<file path="src/rtl/display_pkg.sv">
// rtl/display_pkg.sv - shared page encodings, digit geometry and source selection for the display scheduler
package display_pkg;

  localparam logic [1:0] PAGE_SCORE = 2'd0;
  localparam logic [1:0] PAGE_TIMER = 2'd1;
  localparam logic [1:0] PAGE_MSG   = 2'd2;

  localparam int DIGIT_W = 4;
  localparam int DIGITS  = 4;

  // State codes equal the page codes so the state register drives `page` directly.
  typedef enum logic [1:0] {
    ST_SCORE = PAGE_SCORE,
    ST_TIMER = PAGE_TIMER,
    ST_MSG   = PAGE_MSG
  } state_e;

  // Live source shown for a page state; the message page never reaches this.
  function automatic logic [DIGITS*DIGIT_W-1:0] pick_source(
    input state_e                      s,
    input logic [DIGITS*DIGIT_W-1:0]   score,
    input logic [DIGITS*DIGIT_W-1:0]   timer
  );
    return (s == ST_TIMER) ? timer : score;
  endfunction

endpackage

</file>
<file path="src/rtl/tick_down_counter.sv">
// rtl/tick_down_counter.sv - loadable down counter that decrements on enable and saturates at zero
module tick_down_counter #(
  parameter int W = 4
) (
  input  logic         clk_i,
  input  logic         rst_ni,
  input  logic         load_i,
  input  logic [W-1:0] load_val_i,
  input  logic         dec_i,
  output logic [W-1:0] count_o,
  output logic         zero_o
);

  logic [W-1:0] count_q, count_d;

  // Load wins over decrement; decrement stops at zero so a stray tick cannot wrap.
  always_comb begin
    count_d = count_q;
    if (load_i) begin
      count_d = load_val_i;
    end else if (dec_i && (count_q != '0)) begin
      count_d = count_q - 1'b1;
    end
  end

  // Counter register.
  always_ff @(posedge clk_i or negedge rst_ni) begin
    if (!rst_ni) begin
      count_q <= '0;
    end else begin
      count_q <= count_d;
    end
  end

  assign count_o = count_q;
  assign zero_o  = (count_q == '0);

endmodule

</file>
<file path="src/rtl/display_sched.sv">
// rtl/display_sched.sv - rotates score/timer pages on ticks and preempts them with held one-shot messages
module display_sched
  import display_pkg::*;
#(
  parameter int PAGE_TICKS = 4,
  parameter int HOLD_TICKS = 3
) (
  input  logic        master_clock,
  input  logic        rst,
  input  logic        tick,
  input  logic [15:0] score_digits,
  input  logic [15:0] timer_digits,
  input  logic        msg_req,
  input  logic [15:0] msg_digits,
  input  logic        msg_blink,
  output logic        msg_ack,
  output logic [3:0]  digit_1,
  output logic [3:0]  digit_2,
  output logic [3:0]  digit_3,
  output logic [3:0]  digit_4,
  output logic        blink_en,
  output logic [1:0]  page
);

  localparam int PW = $clog2(PAGE_TICKS + 1);
  localparam int HW = $clog2(HOLD_TICKS + 1);

  state_e         state_q, state_d;
  state_e         ret_q, ret_d;
  logic [PW-1:0]  page_cnt_q, page_cnt_d;
  logic [15:0]    disp_q, disp_d;
  logic           blink_q, blink_d;
  logic           ack_q, ack_d;

  logic           hold_load;
  logic           hold_dec;
  logic [HW-1:0]  hold_cnt;
  logic           hold_zero;

  tick_down_counter #(
    .W (HW)
  ) u_hold (
    .clk_i      (master_clock),
    .rst_ni     (rst),
    .load_i     (hold_load),
    .load_val_i (HW'(HOLD_TICKS)),
    .dec_i      (hold_dec),
    .count_o    (hold_cnt),
    .zero_o     (hold_zero)
  );

  // Next state and next registered outputs: accept beats rotation, message holds until its last tick.
  always_comb begin
    state_d    = state_q;
    ret_d      = ret_q;
    page_cnt_d = page_cnt_q;
    disp_d     = disp_q;
    blink_d    = blink_q;
    ack_d      = 1'b0;
    hold_load  = 1'b0;
    hold_dec   = 1'b0;

    case (state_q)
      ST_SCORE, ST_TIMER: begin
        if (msg_req) begin
          disp_d    = msg_digits;
          blink_d   = msg_blink;
          ret_d     = state_q;
          hold_load = 1'b1;
          ack_d     = 1'b1;
          state_d   = ST_MSG;
        end else begin
          if (tick) begin
            if (page_cnt_q == PW'(PAGE_TICKS - 1)) begin
              page_cnt_d = '0;
              state_d    = (state_q == ST_SCORE) ? ST_TIMER : ST_SCORE;
            end else begin
              page_cnt_d = page_cnt_q + 1'b1;
            end
          end
          disp_d  = pick_source(state_d, score_digits, timer_digits);
          blink_d = 1'b0;
        end
      end

      ST_MSG: begin
        if (tick) begin
          hold_dec = 1'b1;
          // A zero count here would mean a lost load; leave rather than stick in the message page.
          if (hold_zero || (hold_cnt == HW'(1))) begin
            state_d    = ret_q;
            page_cnt_d = '0;
            disp_d     = pick_source(ret_q, score_digits, timer_digits);
            blink_d    = 1'b0;
          end
        end
      end

      default: begin
        state_d    = ST_SCORE;
        page_cnt_d = '0;
        blink_d    = 1'b0;
      end
    endcase
  end

  // State, return page, rotation count and all registered outputs.
  always_ff @(posedge master_clock or negedge rst) begin
    if (!rst) begin
      state_q    <= ST_SCORE;
      ret_q      <= ST_SCORE;
      page_cnt_q <= '0;
      disp_q     <= '0;
      blink_q    <= 1'b0;
      ack_q      <= 1'b0;
    end else begin
      state_q    <= state_d;
      ret_q      <= ret_d;
      page_cnt_q <= page_cnt_d;
      disp_q     <= disp_d;
      blink_q    <= blink_d;
      ack_q      <= ack_d;
    end
  end

  assign page     = state_q;
  assign msg_ack  = ack_q;
  assign blink_en = blink_q;
  assign digit_1  = disp_q[15:12];
  assign digit_2  = disp_q[11:8];
  assign digit_3  = disp_q[7:4];
  assign digit_4  = disp_q[3:0];

endmodule

</file>
<file path="config.mk">
export PLATFORM = sky130hd
export DESIGN_NAME = display_sched
export DESIGN_NICKNAME = d
export VERILOG_FILES = /design/src/rtl/display_pkg.sv /design/src/rtl/tick_down_counter.sv /design/src/rtl/display_sched.sv
export SDC_FILE = /design/constraint.sdc
export NUM_CORES = 1
export LEC_CHECK = 0
export ABC_AREA = 1
export CAP_MARGIN = 25
export CORE_ASPECT_RATIO = 2
export CORE_MARGIN = 4
export CORE_UTILIZATION = 45
export DETAILED_ROUTE_END_ITERATION = 8
export GPL_TIMING_DRIVEN = 0
export PLACE_DENSITY = 0.91
export SYNTH_ARGS = -nofsm -noshare
export SYNTH_HDL_FRONTEND = slang
export SYNTH_SLANG_ARGS = --single-unit
</file>
<file path="constraint.sdc">
create_clock -name master_clock -period 4.02 [get_ports master_clock]
set_input_delay 0.603 -clock master_clock [delete_from_list [all_inputs] [get_ports master_clock]]
set_output_delay 0.603 -clock master_clock [all_outputs]
set_load 0.03 [all_outputs]
</file>
==> report_table.html <==
<table>
<tr><th>Metric</th><th>Value</th></tr>
<tr><th colspan="2">Routing</th></tr>
<tr><td>Final routed DRC violation total</td><td>0</td></tr>
<tr><td>Detail Route Antenna Nets</td><td>0</td></tr>
<tr><td>Routed vias</td><td>2280</td></tr>
<tr><td>First-pass iteration count of the detailed router</td><td>5</td></tr>
<tr><td>Detailed-route wire length per cell</td><td>14.69 um</td></tr>
<tr><td>Detailed-route vias per instance</td><td>5.365</td></tr>
<tr><td>Number of design-rule violations left by the first detailed-router iteration</td><td>73</td></tr>
<tr><td>Detailed-route wire length</td><td>6.245 mm</td></tr>
<tr><th colspan="2">Finish</th></tr>
<tr><td>Top library cells by usage in the layout, fill and taps aside</td><td>72 x sky130_fd_sc_hd__clkdlybuf4s50_1, 70 x sky130_fd_sc_hd__nor2_1, 27 x sky130_fd_sc_hd__nand3_1, 27 x sky130_fd_sc_hd__dfrtp_1</td></tr>
<tr><td>Filler instances</td><td>387</td></tr>
<tr><td>Count of inserted antenna diode cells</td><td>0</td></tr>
<tr><td>Util after Layout</td><td>66.99%</td></tr>
<tr><td>Area of the multi-input gates</td><td>1181 sq um</td></tr>
<tr><td>FF/Latch Area</td><td>675.6 sq um</td></tr>
<tr><td>Share of final-layout standard cells stronger than drive strength 1</td><td>19.41%</td></tr>
<tr><td>Area growth syn-to-layout</td><td>41.75%</td></tr>
<tr><td>Net count, final</td><td>428</td></tr>
<tr><td>Most frequent standard cell in the layout excluding fill and tap cells</td><td>sky130_fd_sc_hd__clkdlybuf4s50_1</td></tr>
<tr><th colspan="2">Place</th></tr>
<tr><td>Worst Setup Slack post-DPL</td><td>1742 ps</td></tr>
<tr><td>Buffers on Ports</td><td>72</td></tr>
<tr><td>Final estimated routing congestion in global placement</td><td>0.8285</td></tr>
<tr><td>Post-DP HPWL</td><td>4.842 mm</td></tr>
<tr><th colspan="2">Yosys</th></tr>
<tr><td>Count of flip-flops with a built-in enable after synthesis</td><td>0</td></tr>
<tr><td>Post-synthesis cell count</td><td>294</td></tr>
<tr><td>Biggest area contributors in the synthesized netlist</td><td>sky130_fd_sc_hd__dfrtp_1 33%, sky130_fd_sc_hd__nor2_1 13%, sky130_fd_sc_hd__nand2_2 7.3%, sky130_fd_sc_hd__nand3_1 6.5%, sky130_fd_sc_hd__o21ai_0 6.3%</td></tr>
<tr><td>Count of distinct cell types in the synthesized netlist</td><td>23</td></tr>
<tr><td>Post-synthesis register bit count</td><td>27</td></tr>
<tr><td>Post-Synthesis Net Count</td><td>350</td></tr>
<tr><td>Portion of synthesized cell area occupied by the leading cell type</td><td>32.63%</td></tr>
<tr><td>Count of yosys warnings during synthesis</td><td>0</td></tr>
<tr><td>FFs w/ async S/R, synth</td><td>100.0%</td></tr>
<tr><td>Largest area contributor in the synthesized netlist</td><td>sky130_fd_sc_hd__dfrtp_1</td></tr>
<tr><td>Prevailing post-synth register cell</td><td>sky130_fd_sc_hd__dfrtp_1</td></tr>
<tr><td>Post-synthesis cell area</td><td>2071 sq um</td></tr>
<tr><td>Fraction of the yosys area taken by sequential cells</td><td>32.63%</td></tr>
<tr><td>Mean post-synth cell area</td><td>7.043 sq um</td></tr>
<tr><th colspan="2">Critical path</th></tr>
<tr><td>R2R Path Start</td><td>u_hold.count_o[0]$_DFFE_PN0P_</td></tr>
<tr><td>Worst EP required</td><td>3420 ps</td></tr>
<tr><td>Kind of start point of the critical path</td><td>register</td></tr>
<tr><td>Crit end category</td><td>output pin</td></tr>
<tr><td>Flop2flop setup slack</td><td>2160 ps</td></tr>
<tr><td>Critical-path top delay cell</td><td>sky130_fd_sc_hd__clkdlybuf4s50_1</td></tr>
<tr><td>Critical Path Source</td><td>page[0]$_DFFE_PN0P_</td></tr>
<tr><td>Number of buffers and inverters on the critical path</td><td>1</td></tr>
<tr><td>Critical path capture point</td><td>page[0]</td></tr>
<tr><td>Reg-to-Reg End</td><td>disp_q[12]$_DFFE_PN0P_</td></tr>
<tr><td>CP arrival</td><td>1460 ps</td></tr>
<tr><td>Worst setup path category</td><td>reg2out</td></tr>
<tr><td>Max stage delay on crit path</td><td>720 ps</td></tr>
<tr><td>Cells traversed along the worst timing path</td><td>clkdlybuf4s50_1</td></tr>
<tr><td>Count of cells along the worst register-to-register path</td><td>9</td></tr>
<tr><td>Max FO, Critical Path</td><td>5</td></tr>
<tr><td>CP delay by family, top</td><td>buffers and inverters</td></tr>
<tr><td>Crit path depth</td><td>1</td></tr>
<tr><th colspan="2">Floorplanning</th></tr>
<tr><td>Cell row count</td><td>34</td></tr>
<tr><td>Floorplan die height</td><td>103.9 um</td></tr>
<tr><td>Initial cell density of the core</td><td>47.26%</td></tr>
<tr><td>Die outline area</td><td>5816 sq um</td></tr>
<tr><td>Core region area</td><td>4382 sq um</td></tr>
<tr><td>Die X</td><td>55.97 um</td></tr>
<tr><td>IO Pins</td><td>73</td></tr>
<tr><th colspan="2">Clocking</th></tr>
<tr><td>CTS H-tree lvls</td><td>1</td></tr>
<tr><td>CTS resizes</td><td>0</td></tr>
<tr><td>Clock root buffer</td><td>sky130_fd_sc_hd__clkbuf_8</td></tr>
<tr><td>Total clock sinks</td><td>27</td></tr>
<tr><td>Number of buffers added for setup after CTS</td><td>0</td></tr>
<tr><td>Clock latency on the worst-skew pair</td><td>280 ps</td></tr>
<tr><td>CTS clk-pin slew, worst paths</td><td>110 ps</td></tr>
<tr><td>Number of buffers added by the clock tree synthesis step</td><td>3</td></tr>
<tr><td>Worst-case clock buffer depth</td><td>2</td></tr>
<tr><td>Number of buffers inserted by hold repair at cts</td><td>0</td></tr>
<tr><td>CTS tree</td><td>yes</td></tr>
<tr><th colspan="2">Timing</th></tr>
<tr><td>Total count of hold-check failures in the final report</td><td>0</td></tr>
<tr><td>Setup Skew</td><td>8.180 ps</td></tr>
<tr><td>Slew at the pin closest to its max-slew limit</td><td>732.3 ps</td></tr>
<tr><td>Post-route setup TNS</td><td>0 ps</td></tr>
<tr><td>Clock period minus final worst setup slack</td><td>2068 ps</td></tr>
<tr><td>Count of final setup violators</td><td>0</td></tr>
<tr><td>Max Clk Rate</td><td>483.6 MHz</td></tr>
<tr><td>Relative slew slack</td><td>51.02%</td></tr>
<tr><td>Final Max Slew Viols</td><td>0</td></tr>
<tr><td>RSZ-0062 raised after global routing</td><td>no</td></tr>
<tr><td>Worst-case hold slack</td><td>485.9 ps</td></tr>
<tr><td>Post-layout worst setup margin</td><td>1952 ps</td></tr>
<tr><td>Tcrit/Tclk final</td><td>51.44%</td></tr>
<tr><th colspan="2">Pwr</th></tr>
<tr><td>Worst IR Drop VDD</td><td>0.0003918 V</td></tr>
<tr><td>Leakage</td><td>0.001325 uW</td></tr>
<tr><td>P per Cell Area</td><td>637.6 nW/um^2</td></tr>
<tr><td>Overall Power</td><td>1872 uW</td></tr>
<tr><th colspan="2">Global route</th></tr>
<tr><td>Initial antenna violation count</td><td>0</td></tr>
<tr><td>Maximum number of pins on one net before global-route repair</td><td>17</td></tr>
<tr><td>Number of global-route vias before repair</td><td>2314</td></tr>
<tr><td>Total global-route track usage</td><td>21.85%</td></tr>
<tr><td>First-pass GRT wire length</td><td>10.45 mm</td></tr>
<tr><td>Global route total overflow</td><td>0</td></tr>
<tr><th colspan="2">Min path</th></tr>
<tr><td>Class of the most critical hold timing path</td><td>reg2reg</td></tr>
<tr><th colspan="2">Outcome</th></tr>
<tr><td>Result of the run</td><td>completed</td></tr>
<tr><th colspan="2">Flow run</th></tr>
<tr><td>Max-cap viol count</td><td>0</td></tr>
</table>
-- sequential cells by signal (all words and copies together), names as in the netlist --
| signal | cells |
|---|---|
| disp_q | 16 |
| ret_q | 2 |
| msg_ack | 1 |
| u_hold.count_o | 2 |
| page_cnt_q | 3 |
| blink_en | 1 |
| page | 2 |
-- synth_stat cells, types with 3 or more instances --
master                    count
sky130_fd_sc_hd__dfrtp_1     27
sky130_fd_sc_hd__buf_2        3
sky130_fd_sc_hd__a21oi_1     11
sky130_fd_sc_hd__nand2_1     23
sky130_fd_sc_hd__nand3_1     27
sky130_fd_sc_hd__ha_1         3
sky130_fd_sc_hd__nand3_2     11
sky130_fd_sc_hd__inv_2        5
sky130_fd_sc_hd__inv_1       26
sky130_fd_sc_hd__buf_6        4
sky130_fd_sc_hd__a21oi_2     10
sky130_fd_sc_hd__o21ai_1     10
sky130_fd_sc_hd__nand2_2     24
sky130_fd_sc_hd__o21ai_0     26
sky130_fd_sc_hd__nor2_2       3
sky130_fd_sc_hd__buf_4        3
sky130_fd_sc_hd__nor2_1      70
-- kinds of logic (layout without fill, tap and decap cells) --
| logic type | Yosys count | after routing | share of synthesized area [%] |
|---|---|---|---|
| simple gates | 159 | 159 | 37.70 |
| compound gates | 61 | 61 | 17.52 |
| flops | 27 | 27 | 32.63 |
| buf+inv | 44 | 121 | 10.33 |
| fa+ha+maj | 3 | 3 | 1.813 |
-- cell type report --
| class | count | area share [%] |
|---|---|---|
| Buffer | 13 | 3.325 |
| Tap cell | 54 | 2.302 |
| Clock inverter | 1 | 0.2558 |
| Inverter | 31 | 3.964 |
| Timing Repair Buffer | 73 | 25.49 |
| Sequential cell | 27 | 23.02 |
| Multi-Input combinational cell | 223 | 40.24 |
| Clock buffer | 3 | 1.407 |
-- power by group --
| part | internal [uW] | total [uW] | switching (uW) |
|---|---|---|---|
| logic | 494 | 1240 | 747 |
| registers | 389 | 463 | 73.6 |
| clock network | 70.6 | 168 | 97.3 |
| total | 954 | 1870 | 917 |
-- routing by layer --
| metal | GRT usage [%] | up-vias | wire [um] |
|---|---|---|---|
| met4 | 10.19 | 0 | 198 |
| met2 | 41.04 | 101 | 3480 |
| met1 | 23.30 | 1057 | 2280 |
| li1 | - | 1104 | - |
| met3 | 2.484 | 18 | 286 |
| met5 | 0 | - | 0 |
-- through the flow --
| step | cells | cell area [sq um] |
|---|---|---|
| finish | 425 | 2935 |
| global route | 425 | 2935 |
| CTS | 425 | 2935 |
| detailed placement | 421 | 2887 |
| global placement | 420 | 2859 |
| floorplan | 294 | 2071 |
-- how the worst min path moves through the flow --
stage / startpoint / end / slack (ps) / cells past startpoint
2_1_floorplan: rst / blink_en$_DFFE_PN0P_ / 310 / 0
3_3_place_gp: blink_en$_DFFE_PN0P_ / blink_en$_DFFE_PN0P_ / 460 / 2
3_5_place_dp: blink_en$_DFFE_PN0P_ / blink_en$_DFFE_PN0P_ / 470 / 2
4_1_cts: page_cnt_q[0]$_DFFE_PN0P_ / page_cnt_q[0]$_DFFE_PN0P_ / 490 / 1
5_1_grt: page_cnt_q[0]$_DFFE_PN0P_ / page_cnt_q[0]$_DFFE_PN0P_ / 520 / 1
6_report: blink_en$_DFFE_PN0P_ / blink_en$_DFFE_PN0P_ / 490 / 2
(Power assumes the default switching activity.)
